--- src/rtl/proc_pkg.sv ---
// Shared processor-slice definitions: default bus widths and the read-return
// owner encoding used by the memory arbiter.
package proc_pkg;

  localparam int unsigned ADDR_W_DEF = 8;
  localparam int unsigned DATA_W_DEF = 8;

  typedef enum logic {
    OWN_CPU = 1'b0,
    OWN_DMA = 1'b1
  } owner_e;

endpackage

--- src/rtl/arb_starve_ctr.sv ---
// Starvation counter for the memory arbiter: counts consecutive CPU grants
// while DMA waits, saturating at STARVE_MAX; hold takes priority over clear.
module arb_starve_ctr #(
  parameter int unsigned STARVE_MAX = 4
) (
  input  logic clk,
  input  logic rst,
  input  logic i_inc,
  input  logic i_clr,
  input  logic i_hold,
  output logic o_at_max
);

  localparam int unsigned CW = $clog2(STARVE_MAX + 1);
  localparam logic [CW-1:0] CNT_MAX = CW'(STARVE_MAX);

  logic [CW-1:0] r_cnt;

  always_ff @(posedge clk) begin
    if (rst) begin
      r_cnt <= '0;
    end else if (i_hold) begin
      r_cnt <= r_cnt;
    end else if (i_clr) begin
      r_cnt <= '0;
    end else if (i_inc && (r_cnt != CNT_MAX)) begin
      r_cnt <= r_cnt + CW'(1);
    end
  end

  assign o_at_max = (r_cnt == CNT_MAX);

endmodule

--- src/rtl/mem_arbiter.sv ---
// Single-port memory arbiter between the CPU control unit and a DMA/loader port.
// Optional `ARB_LOCK_EN adds cpu_lock, which blocks DMA grants and freezes starvation.
module mem_arbiter
  import proc_pkg::*;
#(
  parameter int unsigned ADDR_W     = ADDR_W_DEF,
  parameter int unsigned DATA_W     = DATA_W_DEF,
  parameter int unsigned STARVE_MAX = 4
) (
  input  logic              clk,
  input  logic              rst,
  input  logic              cpu_req,
  input  logic              cpu_we,
  input  logic [ADDR_W-1:0] cpu_addr,
  input  logic [DATA_W-1:0] cpu_wdata,
`ifdef ARB_LOCK_EN
  input  logic              cpu_lock,
`endif
  output logic              cpu_gnt,
  output logic              cpu_rvalid,
  output logic [DATA_W-1:0] cpu_rdata,
  input  logic              dma_req,
  input  logic              dma_we,
  input  logic [ADDR_W-1:0] dma_addr,
  input  logic [DATA_W-1:0] dma_wdata,
  output logic              dma_gnt,
  output logic              dma_rvalid,
  output logic [DATA_W-1:0] dma_rdata,
  output logic [ADDR_W-1:0] mem_addr,
  output logic [DATA_W-1:0] mem_wdata,
  output logic              mem_read,
  output logic              mem_write,
  input  logic [DATA_W-1:0] mem_rdata
);

  logic   w_lock;
  logic   w_at_max;
  logic   w_gnt_cpu;
  logic   w_gnt_dma;
  logic   w_rv;
  logic   r_rd_pend;
  owner_e r_rd_owner;

`ifdef ARB_LOCK_EN
  assign w_lock = cpu_lock;
`else
  assign w_lock = 1'b0;
`endif

  // CPU wins ties until the DMA port has waited STARVE_MAX grants.
  always_comb begin
    w_gnt_cpu = 1'b0;
    w_gnt_dma = 1'b0;
    if (!rst) begin
      if (dma_req && !w_lock && (!cpu_req || w_at_max)) begin
        w_gnt_dma = 1'b1;
      end else if (cpu_req) begin
        w_gnt_cpu = 1'b1;
      end
    end
  end

  arb_starve_ctr #(
    .STARVE_MAX(STARVE_MAX)
  ) u_starve (
    .clk     (clk),
    .rst     (rst),
    .i_inc   (w_gnt_cpu & dma_req),
    .i_clr   (w_gnt_dma | ~dma_req),
    .i_hold  (w_lock),
    .o_at_max(w_at_max)
  );

  always_comb begin
    mem_addr  = '0;
    mem_wdata = '0;
    mem_read  = 1'b0;
    mem_write = 1'b0;
    if (w_gnt_cpu) begin
      mem_addr  = cpu_addr;
      mem_wdata = cpu_wdata;
      mem_read  = ~cpu_we;
      mem_write = cpu_we;
    end else if (w_gnt_dma) begin
      mem_addr  = dma_addr;
      mem_wdata = dma_wdata;
      mem_read  = ~dma_we;
      mem_write = dma_we;
    end
  end

  always_ff @(posedge clk) begin
    if (rst) begin
      r_rd_pend  <= 1'b0;
      r_rd_owner <= OWN_CPU;
    end else begin
      r_rd_pend <= (w_gnt_cpu & ~cpu_we) | (w_gnt_dma & ~dma_we);
      if (w_gnt_dma) begin
        r_rd_owner <= OWN_DMA;
      end else if (w_gnt_cpu) begin
        r_rd_owner <= OWN_CPU;
      end
    end
  end

  // Gating with rst drops a read still in flight when reset arrives.
  assign w_rv       = r_rd_pend & ~rst;
  assign cpu_rvalid = w_rv & (r_rd_owner == OWN_CPU);
  assign dma_rvalid = w_rv & (r_rd_owner == OWN_DMA);
  assign cpu_rdata  = cpu_rvalid ? mem_rdata : '0;
  assign dma_rdata  = dma_rvalid ? mem_rdata : '0;

  assign cpu_gnt = w_gnt_cpu;
  assign dma_gnt = w_gnt_dma;

endmodule

--- config.mk ---
export PLATFORM = sky130hd
export DESIGN_NAME = mem_arbiter
export DESIGN_NICKNAME = d
export VERILOG_FILES = /design/src/rtl/proc_pkg.sv /design/src/rtl/arb_starve_ctr.sv /design/src/rtl/mem_arbiter.sv
export SDC_FILE = /design/constraint.sdc
export NUM_CORES = 1
export LEC_CHECK = 0
export CORE_MARGIN = 2
export CORE_UTILIZATION = 27
export DETAILED_ROUTE_END_ITERATION = 10
export PLACE_DENSITY = 0.81
export SYNTH_ARGS = -nofsm -noshare
export SYNTH_HDL_FRONTEND = slang
export SYNTH_HIERARCHICAL = 1
export SYNTH_SLANG_ARGS = --single-unit
--- constraint.sdc ---
create_clock -name clk -period 2.75 [get_ports clk]
set_input_delay 0.825 -clock clk [delete_from_list [all_inputs] [get_ports clk]]
set_output_delay 0.825 -clock clk [all_outputs]
set_load 0.01 [all_outputs]
==> results.cfg, run 1 <==
[worst_hold_path]
hp-class = reg -> reg
min_path_cells = 2
min_to = u_starve/r_cnt[1]$_SDFFE_PP0P_
hold_start = u_starve/r_cnt[1]$_SDFFE_PP0P_

[power]
p_int_w = 0.000240
p_leak_nw = 0.775
p_switching_w = 0.000116
pwr-share-seq = 0.218
power.density_nw_per_um2 = 216
p_clk_frac = 0.251
swShare = 0.326
comb_power_share = 0.530
peakVddDrop_mv = 0.127

[global_routing]
grt_max_degree = 20
grt_usage = 0.199
grt_overflow_total = 0
grt_pass1_wl_um = 4980
antenna_found_initial = 0
grt_pass1_vias = 1184

[critical_path]
crit_type = reg -> out
startpoint_type = flop
cpPeakStageDelay_ns = 0.32
rr_startpoint = u_starve/r_cnt[0]$_SDFFE_PP0P_
critPathMaxFanout = 7
arrival_ns = 1.85
cpLargestDelayFamily = buffers and inverters
path_cells = inv_1 -> ha_1 -> and2_4 -> nand2b_4 -> buf_2 -> a32oi_1 -> nor2_1 -> dlygate4sd2_1
reg2regPathDepth = 9
r2r_slack_ns = 0.53
critPathBufInv = 3
cp.required_ns = 1.93
cpMaxStageDelayCell = dfxtp_2
endpoint_kind = primary output
r2r-end = u_starve/r_cnt[1]$_SDFFE_PP0P_

[synth]
synth_seq_cells = 5
ys_seq_area_frac = 0.140
avgSynthCellArea_sq_um = 6.37
synthCells = 112
ys.warnings.count = 6
yosysUniqueCellTypes = 27
syn_area_sq_um = 713

[timing]
drv_slew = 0
holdWs_ns = 0.529
setup_violations = 0
period_share = 0.973
min_period_ns = 2.68
hold_violations = 0
timing.final.ws_setup_ns = 0.0748
fin_skew_ns = 0.00593
max_freq_ghz = 0.374

[place]
dp_cells = 230
port-buffer-count = 83
post_dp_cell_area_sq_um = 1640
gp_congestion = 0.776
pre_cts_ws_ns = -0.552
hpwl_um = 2560

[floorplanning]
rows = 18
die_w_um = 55.4
core_sq_um = 2500
start_util = 0.285
die_h_um = 55.4
ios = 84
dieArea_sq_um = 3070

[cts]
clkTransAtPathRegs_ns = 0.05
cts_sinks = 5
cts_max_level = 1
clk_path_buf_depth = 2
clock_latency_ns = 0.25
cts_root_buf = clkbuf_4
cts_tree = done
cts_made_buffers = 3

[status]
status = finished, final reports clean

[finish]
final_layout_size_suffix_gt1_frac = 0.217
multi_input_comb_area_sq_um = 582
fill_cells = 221
fin_nets = 256
finalInstanceArea_sq_um = 1650
finalCoreUtilization = 0.660
area_growth_pct = 131
fin_cells = 237
final_cell_mix = clkdlybuf4s50_1, nor2_1, dlygate4sd2_1
num_antenna_cells = 0
seq_area_sq_um = 103
layout_commonest_cell = clkdlybuf4s50_1

[drt]
viasPerCell = 5.07
antenna_left = 0
route.detailed.drc = 0
routed_wl_um = 3300
dr.first_iter.drc_count = 7
dr.pass1.iters = 4
wl_per_cell_um = 13.9
dr_total_vias = 1202

[run]
cap_violations = 0
what timing repair did:
item / 4_1_cts / 5_1_grt
setup buffers: 0 / 2
gates resized for setup: 49 / 34
endpoints found under the setup margin: 38 / 19
gates cloned: 0 / 1
hold buffers: 0 / 0
pin swaps: 0 / 2
hold endpoints to repair: 0 / 0
worst reg2reg max path, stage by stage, from the launching register on:
cell	delay, ns
dfxtp_2	0.32
inv_1	0.04
ha_1	0.19
and2_4	0.19
nand2b_4	0.15
buf_4	0.16
nor3b_1	0.30
nand2b_1	0.15
or4b_1	0.49
a21oi_1	0.15
power by group through the flow:
stage               Combinational (W)  Sequential, W   Clock, W
floorplan                   0.0000700      0.0000766          0
global placement             0.000189      0.0000786          0
detailed placement           0.000193      0.0000788          0
CTS                          0.000181      0.0000779  0.0000908
global route                 0.000203      0.0000780  0.0000947
finish                       0.000189      0.0000779  0.0000897
stage by stage:
stage	total power, W	setup TNS, ns
after floorplan	0.000147	0
after global placement	0.000268	-15.57
after detailed placement	0.000272	-17.32
after CTS	0.000350	0
after global routing	0.000376	-0.00273
final	0.000357	0
cell type report:
cell class	count	share of cell area
Clock buffer	4	0.0159
Multi-Input combinational cell	92	0.353
Sequential cell	5	0.0622
Inverter	6	0.0136
Tap cell	30	0.0227
Timing Repair Buffer	100	0.533
metal layers:
metal / wire length, um / track usage / up-vias
li1: - / - / 585
met1: 1200 / 0.186 / 539
met2: 1720 / 0.405 / 72
met3: 326 / 0.0703 / 6
met4: 40 / 0.0418 / 0
met5: 0 / 0 / -
sequential cells by signal, summed over array words and instances, names as in the netlist:
name            flops
u_starve/r_cnt      3
r_rd_owner          1
r_rd_pend           1
synthesized netlist by cell type:
master     n  share of area
nand2_2    1         0.0088
a32oi_1   17           0.21
or2_1      1         0.0088
o31ai_1    2          0.021
inv_1      6          0.032
buf_2      6          0.042
and2_4     1          0.012
a41o_1     1          0.014
a211oi_1   1          0.011
buf_6      2          0.032
or4_1      1          0.011
a21oi_1    3          0.021
buf_1      1         0.0053
clkbuf_1   2          0.011
nor3b_1    1          0.011
nor2b_1    1         0.0088
o211ai_1   2          0.021
dfxtp_1    5           0.14
nor2_1    37           0.19
conb_1     1         0.0053
ha_1       2          0.035
nand2_1    9          0.047
a31oi_1    1         0.0088
or4b_1     1          0.014
o21ai_0    1         0.0070
a21boi_4   1          0.026
nand2b_1   5          0.044
kinds of logic (layout without fill, tap and decap cells):
logic type | after synthesis | count (layout) | share of synthesized area
AO/OA/AOI/OAI | 29 | 29 | 0.339
adder cells (fa/ha/maj) | 2 | 2 | 0.0351
buffers and inverters | 17 | 110 | 0.121
flip-flops | 5 | 5 | 0.140
other | 1 | 3 | 0.00526
AND/OR/NAND/NOR | 58 | 58 | 0.360
worst max-delay path by stage:
| stage | endpoint | cells past startpoint | slack (ns) | from |
|---|---|---|---|---|
| after detailed placement | mem_read | 5 | -0.55 | dma_req |
| final | mem_wdata[6] | 8 | 0.07 | u_starve/r_cnt[0]$_SDFFE_PP0P_ |
| after CTS | mem_addr[4] | 8 | 0.001 | u_starve/r_cnt[0]$_SDFFE_PP0P_ |
| after global placement | mem_read | 5 | -0.52 | dma_req |
| after floorplan | cpu_rdata[7] | 4 | 0.43 | rst |
| after global routing | mem_wdata[6] | 8 | -0.003 | u_starve/r_cnt[0]$_SDFFE_PP0P_ |
No activity file was read; power rests on OpenSTA's default activity.
==> run 2: changes to the inputs <==
--- a/config.mk
+++ b/config.mk
@@ -9,6 +9,7 @@
 export CORE_UTILIZATION = 27
 export DETAILED_ROUTE_END_ITERATION = 10
 export PLACE_DENSITY = 0.81
+export SETUP_SLACK_MARGIN = 0.4
 export SYNTH_ARGS = -nofsm -noshare
 export SYNTH_HDL_FRONTEND = slang
 export SYNTH_HIERARCHICAL = 1
==> results.cfg, run 2 (synthesis gave the netlist of run 1 again) <==
[cts]
cts_tree = done
cts_hold_buf = 0
clock_latency_ns = 0.25
cts_root_buf = clkbuf_4
cts_max_level = 1
clkTransAtPathRegs_ns = 0.04
clk_path_buf_depth = 2
cts_made_buffers = 3
cts_sinks = 5

[finish]
finalCoreUtilization = 0.704
num_antenna_cells = 0
layout_commonest_cell = clkdlybuf4s50_1
largest_register_ffs = 3
reg_top3 = u_starve/r_cnt x3, r_rd_owner x1, r_rd_pend x1
fill_cells = 192
final_layout_size_suffix_gt1_frac = 0.419
final_cell_mix = clkdlybuf4s50_1, buf_2, nor2_1
top_register = u_starve/r_cnt
fin_nets = 264
area_growth_pct = 147

[floorplanning]
ios = 84
core_sq_um = 2500
rows = 18
die_h_um = 55.4
dieArea_sq_um = 3070
die_w_um = 55.4
start_util = 0.285

[timing]
min_period_ns = 2.61
period_share = 0.948
hold_violations = 0
rsz0062_at_grt = true
drv_slew = 0
max_freq_ghz = 0.384
holdWs_ns = 0.554
setup_violations = 0
fin_skew_ns = 0.00608
timing.final.ws_setup_ns = 0.143

[critical_path]
r2r_slack_ns = 0.56
critPathMaxFanout = 5
arrival_ns = 1.78
r2r-end = u_starve/r_cnt[1]$_SDFFE_PP0P_
rr_startpoint = u_starve/r_cnt[0]$_SDFFE_PP0P_
startpoint_type = input pin
endpoint_kind = primary output
crit_type = in -> out
reg2regPathDepth = 9
crit_start = dma_req
endpoint = mem_wdata[1]
cp.required_ns = 1.93

[power]
peakVddDrop_mv = 0.136
p_leak_nw = 0.821
power.density_nw_per_um2 = 214

[global_routing]
globalRouteMet2Util = 0.454
grt_max_degree = 18
grt_pass1_wl_um = 5640
grt_overflow_total = 0
busiest_layer = met2
grtUsageMet3 = 0.0796
antenna_found_initial = 0
grt_usage = 0.227
use_met1 = 0.206
grt_pass1_vias = 1277

[drt]
dr.first_iter.drc_count = 31
dr_total_vias = 1254
route.detailed.drc = 0
dr.pass1.iters = 4
wl_per_cell_um = 15.3
viasPerCell = 5.12
routed_wl_um = 3760
antenna_left = 0

[worst_hold_path]
hp-class = reg -> reg

[place]
gp_congestion = 0.776
port-buffer-count = 83
pre_cts_ws_ns = -0.552
hpwl_um = 2560

[run]
cap_violations = 0

[status]
status = finished, final reports clean
run 2: cell count changes in the layout (fill, tap and decap cells not counted), moves of 3 or more:
cell | previous run | this run
buf_4 | 13 | 16
clkdlybuf4s50_1 | 42 | 32
dlygate4sd2_1 | 25 | 9
nor2_2 | 0 | 7
nor2_1 | 37 | 30
clkbuf_2 | 12 | 2
buf_6 | 2 | 6
buf_2 | 2 | 31
run 2: metal layers:
layer	up-vias	wire [um]
li1	604	-
met1	570	1280
met2	76	2080
met3	4	368
met4	0	23
met5	-	0
run 2: how the worst min path moves through the flow:
| stage | depth (start not counted) | to | start |
|---|---|---|---|
| 6_report | 2 | r_rd_owner$_SDFFE_PP0P_ | r_rd_owner$_SDFFE_PP0P_ |
| 3_5_place_dp | 2 | r_rd_owner$_SDFFE_PP0P_ | r_rd_owner$_SDFFE_PP0P_ |
| 2_1_floorplan | 2 | r_rd_owner$_SDFFE_PP0P_ | r_rd_owner$_SDFFE_PP0P_ |
| 3_3_place_gp | 2 | r_rd_owner$_SDFFE_PP0P_ | r_rd_owner$_SDFFE_PP0P_ |
| 5_1_grt | 2 | r_rd_owner$_SDFFE_PP0P_ | r_rd_owner$_SDFFE_PP0P_ |
| 4_1_cts | 2 | r_rd_owner$_SDFFE_PP0P_ | r_rd_owner$_SDFFE_PP0P_ |
run 2: cell type report:
class	count	area (sq um)	share of cell area
Inverter	6	22.5	0.0128
Sequential cell	5	103	0.0583
Tap cell	30	37.5	0.0213
Clock buffer	4	26.3	0.0149
Timing Repair Buffer	107	936	0.532
Multi-Input combinational cell	93	636	0.361
run 2: stage by stage:
stage / cells / power, W / area, sq um / setup TNS [ns]
final: 245 / 0.000377 / 1760 / 0
after global routing: 245 / 0.000396 / 1760 / 0
after CTS: 242 / 0.000361 / 1660 / 0
after detailed placement: 230 / 0.000272 / 1640 / -17.32
after global placement: 230 / 0.000268 / 1640 / -15.57
after floorplan: 114 / 0.000147 / 721 / 0
run 2: repair_timing:
action,4_1_cts,5_1_grt
setup endpoints to repair,40,26
resized for setup,183,19
setup buffers,5,2
cloned,3,1
pin swaps,24,13
run 2: power breakdown:
| group | internal, W | switching, W | total [W] |
|---|---|---|---|
| clock network | 0.0000550 | 0.0000333 | 0.0000883 |
| registers | 0.0000746 | 0.00000359 | 0.0000782 |
| logic | 0.000122 | 0.0000891 | 0.000211 |
run 2: worst max-delay path, stage by stage:
cell and delay, ns:
buf_4 0.14, a21boi_4 0.20, buf_6 0.13, buf_12 0.10, a32oi_1 0.06, nor2_1 0.17
buf_2 0.16
